## config.mk

```make
export PLATFORM = sky130hd
export DESIGN_NAME = neighbor_table_updater
export DESIGN_NICKNAME = d
export VERILOG_FILES = /design/src/rtl/neighbor_table_updater_pkg.sv /design/src/rtl/neighbor_table_updater.sv
export SDC_FILE = /design/constraint.sdc
export NUM_CORES = 1
export LEC_CHECK = 0
export CAP_MARGIN = 10
export CORE_MARGIN = 5
export CORE_UTILIZATION = 40
export CTS_BUF_LIST = sky130_fd_sc_hd__clkbuf_8
export CTS_CLUSTER_DIAMETER = 50
export DETAILED_ROUTE_END_ITERATION = 6
export PLACE_DENSITY_LB_ADDON = 0.2
export SLEW_MARGIN = 20
export SYNTH_ARGS = -nofsm -noshare
export SYNTH_HDL_FRONTEND = slang
export SYNTH_SLANG_ARGS = --single-unit
```

## constraint.sdc

```tcl
create_clock -name clock -period 5 [get_ports clock]
set_clock_uncertainty 0.2 [all_clocks]
set_input_delay 1 -clock clock [delete_from_list [all_inputs] [get_ports clock]]
set_output_delay 1 -clock clock [all_outputs]
set_load 0.02 [all_outputs]
```

## src/rtl/neighbor_table_updater_pkg.sv

```systemverilog
// ============================================================================
// neighbor_table_updater_pkg : node-memory address map shared with the memory
// Revision: 1.0
// ============================================================================
`default_nettype none

package neighbor_table_updater_pkg;

    localparam int          WORD_WIDTH       = 16;
    localparam int          NTU_MAX_NEIGH    = 64;
    localparam int          IDX_W            = 6;
    localparam int          CNT_W            = 7;
    localparam logic [15:0] NTU_NEIGH_BASE   = 16'h0048;
    localparam logic [15:0] NTU_CLUSTER_BASE = 16'h00C8;
    localparam logic [15:0] NTU_BATT_BASE    = 16'h0148;
    localparam logic [15:0] NTU_QVAL_BASE    = 16'h01C8;

    // Byte address of a 2-byte table entry.
    function automatic logic [15:0] entry_addr(input logic [15:0] base,
                                               input logic [IDX_W-1:0] idx);
        return base + {{(16-IDX_W-1){1'b0}}, idx, 1'b0};
    endfunction

endpackage

`default_nettype wire

```

## src/rtl/neighbor_table_updater.sv

```systemverilog
// ============================================================================
// neighbor_table_updater : beacon-driven search/update/append of neighbor table
// Revision: 1.0
// ============================================================================
`default_nettype none

module neighbor_table_updater
    import neighbor_table_updater_pkg::*;
#(
    parameter int          MAX_NEIGH    = NTU_MAX_NEIGH,
    parameter logic [15:0] NEIGH_BASE   = NTU_NEIGH_BASE,
    parameter logic [15:0] CLUSTER_BASE = NTU_CLUSTER_BASE,
    parameter logic [15:0] BATT_BASE    = NTU_BATT_BASE,
    parameter logic [15:0] QVAL_BASE    = NTU_QVAL_BASE
) (
    input  logic                  clock,
    input  logic                  nrst,
    input  logic                  start,
    input  logic [WORD_WIDTH-1:0] in_id,
    input  logic [WORD_WIDTH-1:0] in_cluster,
    input  logic [WORD_WIDTH-1:0] in_batt,
    input  logic [WORD_WIDTH-1:0] in_qval,
    output logic [15:0]           mem_address,
    output logic                  mem_wr_en,
    output logic [WORD_WIDTH-1:0] mem_wdata,
    input  logic [WORD_WIDTH-1:0] mem_rdata,
    output logic                  busy,
    output logic                  done,
    output logic                  hit,
    output logic                  full,
    output logic [IDX_W-1:0]      entry_idx,
    output logic [CNT_W-1:0]      neigh_count
);

    typedef enum logic [2:0] {
        S_IDLE   = 3'd0,
        S_SCAN   = 3'd1,
        S_WR_ID  = 3'd2,
        S_WR_CL  = 3'd3,
        S_WR_BAT = 3'd4,
        S_WR_Q   = 3'd5,
        S_DONE   = 3'd6
    } state_t;

    localparam logic [CNT_W-1:0] C_MAX = CNT_W'(MAX_NEIGH);

    state_t                r_state;
    state_t                w_next_state;
    logic [CNT_W-1:0]      r_idx;
    logic [CNT_W-1:0]      r_count;
    logic [WORD_WIDTH-1:0] r_id;
    logic [WORD_WIDTH-1:0] r_cl;
    logic [WORD_WIDTH-1:0] r_bt;
    logic [WORD_WIDTH-1:0] r_q;
    logic                  r_hit;
    logic                  r_full;
    logic [IDX_W-1:0]      r_entry_idx;

    logic                  w_at_end;
    logic                  w_match;
    logic [15:0]           w_addr;
    logic                  w_wr_en;
    logic [WORD_WIDTH-1:0] w_wdata;

    assign w_at_end = (r_idx == r_count);
    assign w_match  = (mem_rdata == r_id);

    always_ff @(posedge clock or negedge nrst) begin
        if (!nrst) begin
            r_state     <= S_IDLE;
            r_idx       <= '0;
            r_count     <= '0;
            r_id        <= '0;
            r_cl        <= '0;
            r_bt        <= '0;
            r_q         <= '0;
            r_hit       <= 1'b0;
            r_full      <= 1'b0;
            r_entry_idx <= '0;
        end else begin
            r_state <= w_next_state;
            case (r_state)
                S_IDLE: begin
                    if (start) begin
                        r_id        <= in_id;
                        r_cl        <= in_cluster;
                        r_bt        <= in_batt;
                        r_q         <= in_qval;
                        r_idx       <= '0;
                        r_hit       <= 1'b0;
                        r_full      <= 1'b0;
                        r_entry_idx <= '0;
                    end
                end
                S_SCAN: begin
                    if (w_at_end) begin
                        if (r_count == C_MAX) r_full <= 1'b1;
                        else                  r_entry_idx <= r_idx[IDX_W-1:0];
                    end else if (w_match) begin
                        r_hit       <= 1'b1;
                        r_entry_idx <= r_idx[IDX_W-1:0];
                    end else begin
                        r_idx <= r_idx + 1'b1;
                    end
                end
                // A new entry only becomes live once its last field is written.
                S_WR_Q: begin
                    if (!r_hit) r_count <= r_count + 1'b1;
                end
                default: ;
            endcase
        end
    end

    always_comb begin
        w_next_state = r_state;
        w_addr       = '0;
        w_wr_en      = 1'b0;
        w_wdata      = '0;
        case (r_state)
            S_IDLE: begin
                if (start) w_next_state = S_SCAN;
            end
            S_SCAN: begin
                w_addr = entry_addr(NEIGH_BASE, r_idx[IDX_W-1:0]);
                if (w_at_end)
                    w_next_state = (r_count == C_MAX) ? S_DONE : S_WR_ID;
                else if (w_match)
                    w_next_state = S_WR_CL;
            end
            S_WR_ID: begin
                w_addr       = entry_addr(NEIGH_BASE, r_idx[IDX_W-1:0]);
                w_wr_en      = 1'b1;
                w_wdata      = r_id;
                w_next_state = S_WR_CL;
            end
            S_WR_CL: begin
                w_addr       = entry_addr(CLUSTER_BASE, r_idx[IDX_W-1:0]);
                w_wr_en      = 1'b1;
                w_wdata      = r_cl;
                w_next_state = S_WR_BAT;
            end
            S_WR_BAT: begin
                w_addr       = entry_addr(BATT_BASE, r_idx[IDX_W-1:0]);
                w_wr_en      = 1'b1;
                w_wdata      = r_bt;
                w_next_state = S_WR_Q;
            end
            S_WR_Q: begin
                w_addr       = entry_addr(QVAL_BASE, r_idx[IDX_W-1:0]);
                w_wr_en      = 1'b1;
                w_wdata      = r_q;
                w_next_state = S_DONE;
            end
            S_DONE: begin
                w_next_state = S_IDLE;
            end
            default: begin
                w_next_state = S_IDLE;
            end
        endcase
    end

    assign mem_address = w_addr;
    assign mem_wr_en   = w_wr_en;
    assign mem_wdata   = w_wdata;
    assign busy        = (r_state != S_IDLE);
    assign done        = (r_state == S_DONE);
    assign hit         = r_hit;
    assign full        = r_full;
    assign entry_idx   = r_entry_idx;
    assign neigh_count = r_count;

endmodule

`default_nettype wire

```

# Word level (Yosys, flattened, before mapping)
# Index checks and enable logic that the tools add are counted.
classes:
  bitwise: 1
  eq_ne: 17
  mul: 0
  n_mux: 24
  n_reduce_logical: 12
  addsub: 6
  n_shift: 0
  div: 0
  magnitude_cmp: 0
op_table:
  columns: ["op", "count"]
  rows:
  - ["case mux 16 bit (4 select lines)", 1]
  - ["case mux 10 bit (4 select lines)", 1]
  - ["two-way mux 6 bit", 4]
  - ["two-way mux 7 bit", 3]
  - ["adder 9 x 7 -> 10 bit, first input constant", 2]
  - ["case mux 3 bit (6 select lines)", 1]
  - ["equality test 16 bit", 1]
  - ["AND reduction 4 bit", 4]
  - ["adder 7 x 1 -> 7 bit, second input constant", 2]
  - ["case mux 7 bit (2 select lines)", 1]
  - ["two-way mux 3 bit", 4]
  - ["!= test 2 bit, second input constant", 6]
  - ["case mux 6 bit (2 select lines)", 1]
  - ["adder 8 x 7 -> 9 bit, first input constant", 1]
  - ["equality test 3 bit, second input constant", 3]
  - ["adder 7 x 7 -> 8 bit, first input constant", 1]
  - ["equality test 7 bit", 1]
  - ["equality test 7 bit, second input constant", 1]
  - ["equality test 3 x 2 -> 1 bit, second input constant", 2]
  - ["two-way mux 1 bit", 6]
  - ["!= test 3 bit, second input constant", 2]
  - ["AND reduction 2 bit", 3]
  - ["case mux 1 bit (2 select lines)", 2]
  - ["OR reduction 4 bit", 1]
  - ["6 further kinds", 6]
word_totals:
  in_bits: 83
  mem_bits_ro: 0
  register_bits: 89
  latch_bits: 0
  ram_bits: 0
  memories: 0
  elab_cells: 70

# Logic depth before layout (Yosys ltp)
# Gate-level depths: netlist of run 1.
depth:
  word_depth: 4
  depth_mapped: 6
  mapped_depth_nobuf: 6

# Worst setup path before layout of run 1
# OpenSTA, ideal clock, no wires.
synth_timing:
  path_type: "register to output"
  startpoint: "reg r_state[2]"
  endpoint: "out mem_address[7]"
  t_arrival_ps: 1574
  setup_slack_ps: 2226
  path_stages_with_launch: 7
  required_ps: 3800
  path_buffers: 2
  cell_sequence: "dfrtp_1 > clkbuf_1 > nand2b_1 > clkbuf_1 > nand2_1 > nand2_1 > o21ai_0"
synth_via:
  elab_chain_cells: 3
synth_lines:
  columns: ["item", "line_no", "source"]
  rows:
  - ["from (decl)", "neighbor_table_updater.sv:47", "state_t r_state;"]
  - ["from (signal assigned)", "neighbor_table_updater.sv:81", "r_state <= w_next_state;"]
  - ["equality test 3 x 1 -> 1 bit or equality test 3 x 2 -> 1 bit (tied branches)", "neighbor_table_updater.sv:120", "case (r_state)"]
  - ["OR reduction 2 bit (no source line)", null, null]
  - ["case mux 10 bit (4 select lines) (*)", "neighbor_table_updater.sv:120", null]
  - ["to (decl)", "neighbor_table_updater.sv:23", "output logic [15:0] mem_address,"]
# Mark *: on every way between the ends. The rest lies on a longest branch, timed or not.

# Worst setup path after layout of run 1
layout_timing:
  startpoint: "reg r_state[0]"
  endpoint: "out mem_wdata[12]"
layout_via:
  elab_chain_cells: 2
layout_lines:
  columns: ["item", "line_no", "source"]
  rows:
  - ["equality test 3 bit or equality test 3 x 2 -> 1 bit (tied branches)", "neighbor_table_updater.sv:120", null]
  - ["case mux 16 bit (4 select lines) (*)", "neighbor_table_updater.sv:120", null]
  - ["to (decl)", "neighbor_table_updater.sv:25", "output logic [WORD_WIDTH-1:0] mem_wdata,"]
# Marks and branches as above.

==> run summary, run 1 <==
First-pass iteration count of the detailed router -> 4
Final core occ -> 0.551
Critical Path Max Stage Delay -> 780 ps
Pwr dens -> 619 nW/um2
CP bufs+invs -> 2
Layout cell share with drive strength beyond 1 -> 0.176
Via count -> 3357
I/O Buffers -> 125
Reg area -> 2230 um2
Clock latency on the worst-skew pair -> 360 ps
Fin crit share -> 0.823
Final Slew Violations -> 0
Layout area overhead -> 33.9%
Sequential area share after synthesis -> 0.495
Initial Util -> 0.411
Ports -> 133
Largest net degree at the start of global routing -> 90
Crit path time final -> 4110 ps
Routed Antenna Nets -> 0
Vias in the first global route -> 3512
Final TNS setup -> 0 ps
Crit path cell chain -> inv_1 -> nor3b_1 -> nand2_1 -> nand2_1 -> clkdlybuf4s50_1
H-tree depth -> 3
Multi-input logic area -> 2090 um2
Cell count after synthesis -> 380
CTS Sinks -> 89
Yosys reg bits -> 89
Synth Cell Area -> 4500 um2
R2R depth -> 6
Post-synth cell types -> 41
Hold Buf Count CTS -> 0
Gr usage total -> 0.173
CP Capture Type -> output port
Max-slew headroom -> 0.434
DP HPWL -> 8.34 mm
First-pass GRT wire length -> 18.1 mm
Yosys warns -> 0
Number of fill cells -> 978
Arr. time, crit path -> 2910 ps
Crit Path Category -> reg2out
LEAKAGE -> 2.47 nW
Final nets -> 583
Row cnt -> 38
Width of the chip -> 116 um
Number of remaining DRC errors -> 0
Initial drt markers -> 125
CTS tree -> built
Remaining global-route overflow -> 0
Min-Delay Path Depth -> 1
Critical path depth -> 5
CTS clk-pin slew, worst paths -> 90 ps
CP most frequent cell -> nand2_1
Ant. Diodes -> 0
Slew @ Worst Pin -> 848 ps
Cts repair resizes -> 0
Die Y -> 116 um
Worst-path maximum fanout -> 14
Worst setup SP type -> flip-flop
Avg Cell Area, Syn -> 11.8 um2
Max Cap Viol -> 0
Worst EP required -> 3800 ps
Clk root buf -> clkbuf_8
Core region area -> 10900 um2
Final RePlAce weighted congestion -> 0.830
Clk buf depth -> 2
Unrepaired setup endpoints after global routing -> false
Final Hold Fails -> 0
Setup-failing EPs final -> 0
Final WL -> 11.4 mm
Critical path's slowest cell -> dfrtp_1
Status -> completed
Setup Buffers After CTS -> 0
HP Class -> reg2reg
Antenna violations before repair -> 0
Most frequent cells in the layout -> clkdlybuf4s50_1 (124), dfrtp_1 (89), mux2_2 (61)
Commonest non-fill, non-tap cell in the layout -> clkdlybuf4s50_1
Post-DR vias/cell -> 5.24
CP top delay family -> buffers and inverters
CTS Buf Count -> 9
Fmax -> 243 MHz
Max VDD drop -> 0.278 mV
Wire per inst -> 17.7 um
Die Area -> 13500 um2
-- worst paths after layout --
check | start | end | slack (ps)
worst max-delay path | r_state[0] | mem_wdata[12] | 890
worst min-delay path | r_bt[6] | r_bt[6] | 310
worst max register to register | r_state[0] | r_idx[1] | 1900
worst min register to register | r_bt[6] | r_bt[6] | 310
max in group asynchronous | nrst | r_id[13] | 3530
min in group asynchronous | nrst | entry_idx[2] | 470
-- cell families after synthesis --
kind of cell / after synthesis / synth area share
multiplexers: 89 / 0.216
other: 1 / 0.000834
flip-flops: 89 / 0.495
AO/OA/AOI/OAI: 44 / 0.0768
AND/OR/NAND/NOR: 80 / 0.0921
buffers and inverters: 41 / 0.0456
XOR/XNOR: 32 / 0.0623
adder cells (fa/ha/maj): 4 / 0.0111
-- per-layer routing --
| layer | up-vias | track usage | part of all wire |
|---|---|---|---|
| met2 | 115 | 0.265 | 0.47 |
| met1 | 1652 | 0.240 | 0.45 |
| li1 | 1577 | - | - |
| met3 | 13 | 0.0465 | 0.070 |
| met5 | - | 0 | 0 |
| met4 | 0 | 0.0557 | 0.017 |
-- Yosys cell counts --
cell type,count,area (um2)
o21a_1,2,15.0
buf_2,7,35.0
o21ai_2,1,8.76
nor3_1,7,35.0
inv_1,12,45.0
nand3_1,4,20.0
nand2b_1,3,18.8
clkbuf_2,1,5.00
xor2_1,1,8.76
xnor2_1,31,272
a21oi_1,4,20.0
conb_1,1,3.75
nor2b_1,2,12.5
o21ai_0,6,30.0
buf_4,11,82.6
a221oi_1,8,70.1
nor2_1,15,56.3
a2bb2oi_1,5,43.8
clkbuf_1,8,30.0
o22ai_1,8,50.1
or3_1,2,12.5
mux2i_1,25,250
nand4_1,9,56.3
buf_1,2,7.51
nor4_4,1,21.3
and3_1,5,31.3
nor3b_1,3,22.5
mux2_1,3,33.8
nand3b_1,1,7.51
dfrtp_1,89,2230
nand2_1,24,90.1
or3_4,1,11.3
a222oi_1,4,40.0
o21bai_2,1,11.3
a21boi_0,4,30.0
or2_2,1,6.26
mux2_2,61,687
o221ai_4,1,26.3
nor4_1,1,6.26
ha_1,4,50.1
nor2_2,1,6.26
-- state kept, by name, indices dropped and copies added, names as in the netlist --
| register | count |
|---|---|
| r_id | 16 |
| full | 1 |
| r_idx | 7 |
| neigh_count | 7 |
| r_state | 3 |
| r_q | 16 |
| r_bt | 16 |
| entry_idx | 6 |
| r_cl | 16 |
| hit | 1 |
-- metrics by stage --
step | cells | power [mW] | cell area, um2 | hold WS (ps) | setup slack, ps
floorplan | 386 | 2.53 | 4520 | 280 | 2230
global placement | 625 | 3.19 | 5810 | 289 | 1350
detailed placement | 625 | 3.23 | 5810 | 296 | 1310
CTS | 641 | 3.77 | 6020 | 318 | 896
global route | 641 | 3.97 | 6020 | 334 | 772
finish | 641 | 3.73 | 6020 | 314 | 887
-- cell type report --
type                       count  share of cell area
timing repair buffer         128               0.212
multi-input combinational    256               0.347
sequential                    89               0.370
clock buffer                   9              0.0206
inverter                      12             0.00748
tap                          140              0.0291
clock inverter                 7              0.0139
-- power breakdown --
part,internal (mW),leakage [nW],switching [mW]
Combinational,0.960,1.28,0.884
Clock,0.242,0.103,0.283
Sequential,1.05,1.09,0.311
No activity file was read; power rests on OpenSTA's default activity.
==> run 2, diff against run 1 <==
- clock period: 5 -> 3.4 ns (I/O delays scaled with it)
==> run summary, run 2 (synthesized netlist as in run 1, its figures left out) <==
Final nets -> 592
Arr. time, crit path -> 2400 ps
CTS Sinks -> 89
Final WL -> 11.5 mm
Cts repair resizes -> 0
Vias in the first global route -> 3527
First-pass GRT wire length -> 18.2 mm
Row cnt -> 38
Unrepaired setup endpoints after global routing -> false
I/O Buffers -> 125
Finished Cell Area -> 6160 um2
Die Y -> 116 um
Slew @ Worst Pin -> 596 ps
Number of remaining DRC errors -> 0
Worst EP required -> 2520 ps
CTS tree -> built
Final RePlAce weighted congestion -> 0.826
Setup-failing EPs final -> 0
Clk buf depth -> 2
Worst-path maximum fanout -> 8
Initial drt markers -> 141
Hold_ws -> 129 ps
DP HPWL -> 8.67 mm
Core region area -> 10900 um2
CTS clk-pin slew, worst paths -> 90 ps
Max Cap Viol -> 0
Crit path time final -> 3280 ps
Gr usage total -> 0.174
Remaining global-route overflow -> 0
Width of the chip -> 116 um
Fin crit share -> 0.963
Layout cell share with drive strength beyond 1 -> 0.187
HP Class -> in2async
Max-slew headroom -> 0.603
Setup Buffers After CTS -> 0
Pwr dens -> 925 nW/um2
Worst r2r src -> r_state[0]
Max VDD drop -> 0.564 mV
Antenna violations before repair -> 0
Via count -> 3374
Clk root buf -> clkbuf_8
Wire per inst -> 17.7 um
Initial Util -> 0.411
First-pass iteration count of the detailed router -> 4
Dpl cell area -> 5900 um2
Clock latency on the worst-skew pair -> 350 ps
Final Hold Fails -> 0
Layout area overhead -> 37.0%
Largest net degree at the start of global routing -> 60
CTS Buf Count -> 9
Commonest non-fill, non-tap cell in the layout -> clkdlybuf4s50_1
Final Slew Violations -> 0
CP Capture Type -> output port
Crit Path Category -> reg2out
Post-DR vias/cell -> 5.20
LEAKAGE -> 2.55 nW
Worst setup SP type -> flip-flop
Ports -> 133
Status -> completed
Die Area -> 13500 um2
H-tree depth -> 3
Ant. Diodes -> 0
Final TNS setup -> 0 ps
Worst Setup SP -> r_idx[2]
Most frequent cells in the layout -> clkdlybuf4s50_1 (124), dfrtp_1 (89), mux2_2 (61)
Hold Buf Count CTS -> 0
Routed Antenna Nets -> 0
Fmax -> 305 MHz
-- run 2: layout make-up --
class / count / area (um2)
sequential: 89 / 2230
multi-input combinational: 256 / 2090
clock buffer: 9 / 124
fill: 981 / 4780
clock inverter: 6 / 133
inverter: 12 / 45.0
timing repair buffer: 137 / 1360
tap: 140 / 175
-- run 2: power by group --
group	internal [mW]	leakage, nW	switching [mW]
Sequential	1.54	1.09	0.408
Clock	0.557	0.131	0.365
Combinational	1.47	1.33	1.36
-- run 2: worst max-delay path, cell delays in order (launching register included) --
cell	delay (ps)
dfrtp_1	480
ha_1	290
a21oi_1	310
xnor2_1	160
nand2_1	60
o21ai_0	90
clkdlybuf4s50_1	640
-- run 2: final timing paths --
check / end / slack [ps] / cells after the start
worst max-delay path: mem_address[7] / 120 / 6
max in group asynchronous: r_cl[13] / 2200 / 2
worst min-delay path: r_idx[6] / 130 / 1
min in group clock: full / 310 / 2
worst min register to register: full / 310 / 2
worst max register to register: r_cl[3] / 860 / 5
-- run 2: per-stage QoR --
step                 util  std cells  total power, mW  setup WS [ps]
global route        0.563        649             6.07           4.60
detailed placement  0.540        634             4.81            514
global placement    0.540        634             4.75            543
finish              0.563        649             5.70            125
floorplan               -        386             3.72            946
CTS                 0.563        649             5.75            117
-- run 2: layer usage --
metal / wire length, um / GRT usage / up-vias
met5: 0 / 0 / -
met4: 120 / 0.0565 / 0
met3: 872 / 0.0501 / 10
met2: 5380 / 0.270 / 114
met1: 5110 / 0.237 / 1661
li1: - / - / 1589
